[config.mk]
export PLATFORM = sky130hd
export DESIGN_NAME = inbuf_group_ctrl
export DESIGN_NICKNAME = d
export VERILOG_FILES = /design/src/rtl/inbuf_group_ctrl.sv
export SDC_FILE = /design/constraint.sdc
export NUM_CORES = 1
export LEC_CHECK = 0
export ABC_AREA = 1
export BUFFER_PORTS_ARGS = -buffer_cell sky130_fd_sc_hd__buf_4
export CORE_ASPECT_RATIO = 0.7
export CORE_MARGIN = 3
export CORE_UTILIZATION = 30
export CTS_CLUSTER_SIZE = 28
export DETAILED_ROUTE_END_ITERATION = 12
export SLEW_MARGIN = 10
export SYNTH_ARGS = -nofsm -noshare
export SYNTH_HDL_FRONTEND = slang
export SYNTH_SLANG_ARGS = --single-unit
export TNS_END_PERCENT = 5
[constraint.sdc]
create_clock -name clk -period 3.3 [get_ports clk]
set_input_delay 0.66 -clock clk [delete_from_list [all_inputs] [get_ports clk]]
set_output_delay 0.66 -clock clk [all_outputs]
set_load 0.005 [all_outputs]
[src/rtl/inbuf_group_ctrl.sv]
// Ping-pong bank sequencer for the input sample buffer: groups incoming samples
// into windows of 3 or 4, fills two banks alternately and hands full groups downstream.
module inbuf_group_ctrl #(
    parameter int ROWS = 8,
    parameter int RW   = 8
) (
    input  logic          clk,
    input  logic          rn,
    input  logic          start,
    input  logic          mode,
    input  logic          in_valid,
    output logic          in_ready,
    output logic          wr_en,
    output logic          wr_bank,
    output logic [1:0]    wr_slot,
    output logic [RW-1:0] wr_row,
    output logic          out_valid,
    input  logic          out_ready,
    output logic          rd_bank,
    output logic [RW-1:0] rd_row,
    output logic          busy,
    output logic          done
);

    typedef enum logic [1:0] {
        S_IDLE,
        S_RUN,
        S_FLUSH,
        S_DONE
    } state_t;

    localparam logic [RW-1:0] LAST_ROW = RW'(ROWS - 1);
    localparam logic [RW-1:0] ROW_ONE  = RW'(1);

    state_t     state;
    logic       mode3;
    logic [1:0] full;
    logic [1:0] full_nxt;
    logic [1:0] last_slot;
    logic       group_done;
    logic       consume;

    assign last_slot  = mode3 ? 2'd2 : 2'd3;
    assign in_ready   = (state == S_RUN) && !full[wr_bank];
    assign wr_en      = in_valid && in_ready;
    assign out_valid  = full[rd_bank];
    assign consume    = out_valid && out_ready;
    assign group_done = wr_en && (wr_slot == last_slot);

    // A completing write and a consume always target different banks, so both apply.
    always_comb begin
        // NOTE: default assignment first, so no path leaves full_nxt unassigned (no latch).
        full_nxt = full;
        if (consume)    full_nxt[rd_bank] = 1'b0;
        if (group_done) full_nxt[wr_bank] = 1'b1;
    end

    // NOTE: non-blocking assignments only, so every flop samples pre-edge values.
    always_ff @(posedge clk) begin
        if (!rn) begin
            state   <= S_IDLE;
            mode3   <= 1'b0;
            full    <= 2'b00;
            wr_bank <= 1'b0;
            wr_slot <= 2'd0;
            wr_row  <= '0;
            rd_bank <= 1'b0;
            rd_row  <= '0;
            busy    <= 1'b0;
            done    <= 1'b0;
        end else begin
            case (state)
                S_IDLE: begin
                    if (start) begin
                        state   <= S_RUN;
                        busy    <= 1'b1;
                        mode3   <= mode;
                        full    <= 2'b00;
                        wr_bank <= 1'b0;
                        wr_slot <= 2'd0;
                        wr_row  <= '0;
                        rd_bank <= 1'b0;
                        rd_row  <= '0;
                    end
                end
                S_RUN, S_FLUSH: begin
                    full <= full_nxt;
                    if (wr_en) begin
                        if (group_done) begin
                            wr_slot <= 2'd0;
                            wr_bank <= ~wr_bank;
                            wr_row  <= wr_row + ROW_ONE;
                        end else begin
                            wr_slot <= wr_slot + 2'd1;
                        end
                    end
                    if (consume) begin
                        rd_bank <= ~rd_bank;
                        rd_row  <= rd_row + ROW_ONE;
                    end
                    if (state == S_RUN && group_done && wr_row == LAST_ROW) begin
                        state <= S_FLUSH;
                    end
                    if (state == S_FLUSH && full_nxt == 2'b00) begin
                        state <= S_DONE;
                        busy  <= 1'b0;
                        done  <= 1'b1;
                    end
                end
                S_DONE: begin
                    state <= S_IDLE;
                    done  <= 1'b0;
                end
                default: state <= S_IDLE;
            endcase
        end
    end

endmodule

==> impl_results.md <==
* Most common library cell in the layout ignoring fill and taps: nand2_1
* ANT nets after route at 0
* Flop and latch count out of synthesis at 27
* Number of DRC violations after detailed routing at 0
* Type of the worst setup path: reg -> reg
* Leakage power at 0.8173 nW
* Clock share of power at between 10% and 20%
* Proportion of total power due to net switching at 41.75%
* WHS Endpoint: mode3
* Top post-synthesis cells by area: dfxtp_1, nand2_1, inv_1, nor2_1, ha_1
* Number of buffers added by the clock tree synthesis step at 3
* Top Usage Layer GRT: met1
* Die boundary height at 64.65 um
* Post-synth top area cell: dfxtp_1
* Proportion of synthesized chip area in sequential cells at 36.67%
* Slew at the pin closest to its max-slew limit at ~500 ps
* Proportion of netlist area held by the largest area contributor at 36.67%
* Maximum number of pins on one net before global-route repair at 16
* Endpoint required time on the critical path at 3480 ps
* Final hold viol count at 0
* Clock skew after layout at 3.548 ps
* Drt first-iter violations at 62
* Clock tree from TritonCTS: done
* Relative contribution of combinational cells to total power at between 40% and 50%
* Synth Cell Area at about 1500 um2
* Critical Path Source Type: flip-flop
* Worst hold slack at 463.3 ps
* Net count after synthesis at 226
* Hold depth at 2
* Post-Synthesis Mean Instance Area at about 7 um2
* Insertion delay to the later sink of the worst-skew pair at about 280 ps
* Multi-input gate area at 817.0 um2
* Post-route setup TNS at 0 ps
* Row count at 20
* Slew headroom at 66.15%
* Post-layout min period at 2333 ps
* Number of resized instances in the post-cts repair step at 0
* Yosys warning count at 0
* Pre-antenna DRT Iters at 4
* Root Buffer Master: clkbuf_8
* Die boundary width at around 90 um
* Share of layout cells above drive strength 1 at 16.80%
* Highest Clock Rate at roughly 430 MHz
* Die outline area at roughly 5800 um2
* Final worst slack at 967.4 ps
* Number of endpoints failing setup at the final stage at 0
* Vias at 1,410
* Inserted Diodes at 0
* Startpoint of the worst-slack reg-to-reg timing path: state[1]
* RSZ-0062 raised after global routing: no
* Reg area at 540.5 um2
* Number of pins exceeding their max-slew limit in the final report at 0
* Reg-to-reg slack, setup at 970 ps
* Worst slack, placed at approximately 1000 ps
* Status: finished, final reports clean
* Met3 Usage GRT at 4.292%
* Worst EP arrival at 2520 ps
* Hold path startpoint: mode3
* Worst min-delay path class: reg -> reg
* Wire length per cell at approximately 12 um
* Fillcell total at 491
* Post-CTS Hold Buffers at 0
* Grt total ovfl at 0
* Power Dens Cells at 619.1 nW/um2
* Core box area at about 4500 um2
* Final weighted congestion of routability-driven global placement at 0.8734
* DR vias/cell at roughly 4.5
* Peak supply drop at 200.8 uV
* Clock Pin Slew Worst Setup and Hold Paths at roughly 90 ps
* Net count, final at 259
* Initial Util at between 30% and 40%
* Detailed-placement wirelength estimate at 2775 um
* Area growth from synthesis to final layout at 23.43%
* Int Pwr at 656.0 uW
* Global-route usage over all layers at 13.10%
* Final Routed Wirelength at between 3000 and 4000 um
* Initial antenna violation count at 0
* Depth of the worst register-to-register path at 10
* Routing usage on met2 at 17.04%
* Period utilization at 70.69%
* Max Root-Sink Buffers at 2
* Most used cells in the layout excluding fill and tap cells: nand2_1, buf_4, inv_1, nor2_1, dfxtp_1
* Yosys cell types at 27
* Number of setup buffers added after CTS at 0
* Capture instance of the worst register-to-register path: wr_row[4]
* Number of maximum-capacitance constraint violations at 0
* Pwr Total at about 1.1 mW
* Met1 demand-to-capacity share in global routing at 20.01%
* Launch point of the worst path: state[1]
* Proportion of power drawn by flip-flops and latches at 36.7%
* Depth of the CTS H-tree at 1
* Highest fanout seen on the critical path at 15
* Utilization after layout at ~40%
* Count of pins on the block boundary at 31
* Number of buffers inserted by port buffering at 30
* Endpoint kind of the worst setup timing path: flip-flop
* Reported net switching power at ~470 uW
* Synthesized instance count at between 200 and 250
* Global-route wire length before repair at about 6200 um
* # clock sinks at 27
* Vias in the first global route at 1,280
-- worst max-delay path: stages, from the launching register on --
cell and delay [ps]:
dfxtp_1 390, inv_1 110, ha_1 620, inv_2 140, o21ai_2 200, a21boi_4 300
nand2_4 130, nor2_1 180, nand2_1 70, nand2_1 60, nor2_1 40
-- cells in the mapped netlist --
master and count:
clkbuf_1 2, nor3b_1 2, or2_0 1, o21ai_0 15
nor2_1 28, nand2_1 41, o211a_1 1, a211oi_1 1
nor2_2 1, nand2_2 1, nand4_1 4, or2_2 1
xor2_1 3, o32ai_1 1, o21ai_2 1, a21boi_4 1
ha_1 8, nor3_2 1, and2_1 1, nor3_1 6
inv_1 28, nand3_1 16, o21bai_1 2, a21oi_1 17
nand2_4 1, dfxtp_1 27, inv_2 1
-- routing by layer --
layer | wire (um) | vias up
met5 | 0 | -
met4 | 17 | 0
met3 | 187 | 2
met2 | 1317 | 32
met1 | 2054 | 622
li1 | - | 754
-- cell families after synthesis --
group | count (synthesis) | share of synthesized area [%]
AO/OA/AOI/OAI | 39 | 15.53
XOR/XNOR | 3 | 1.783
adder cells (fa/ha/maj) | 8 | 6.791
buffers and inverters | 31 | 7.895
flip-flops | 27 | 36.67
AND/OR/NAND/NOR | 104 | 31.33
-- registers in the layout (all words and copies together) (netlist names) --
name     count
rd_row       8
wr_row       8
full         2
state        2
wr_slot      2
busy         1
done         1
mode3        1
rd_bank      1
wr_bank      1
-- layout make-up --
class                   count  share of cell area (%)
inverters                  29                   5.983
well taps                  66                   4.539
flip-flops and latches     27                   29.71
multi-input cells         154                   44.91
clock buffers               4                   2.476
repair buffers             30                   12.38
-- power by group through the flow --
stage,registers [mW],logic (mW),clock network (mW)
after floorplan,0.417,0.363,0
after global placement,0.420,0.511,0
after detailed placement,0.421,0.514,0
after CTS,0.414,0.518,0.201
after global routing,0.423,0.593,0.217
final,0.414,0.519,0.194
-- per-stage QoR --
| step | instances | area (um2) |
|---|---|---|
| finish | 310 | 1819 |
| global placement | 306 | 1774 |
| detailed placement | 306 | 1774 |
| global route | 310 | 1819 |
| floorplan | 212 | 1474 |
| CTS | 310 | 1819 |
-- worst max path at each step --
stage,depth (start not counted),slack [ps],endpoint
after floorplan,10,1460,wr_row[4]
after global placement,10,1120,wr_row[4]
after detailed placement,10,1010,wr_row[4]
after CTS,10,990,wr_row[4]
after global routing,10,730,wr_row[4]
final,10,970,wr_row[4]
(Power assumes the default switching activity.)
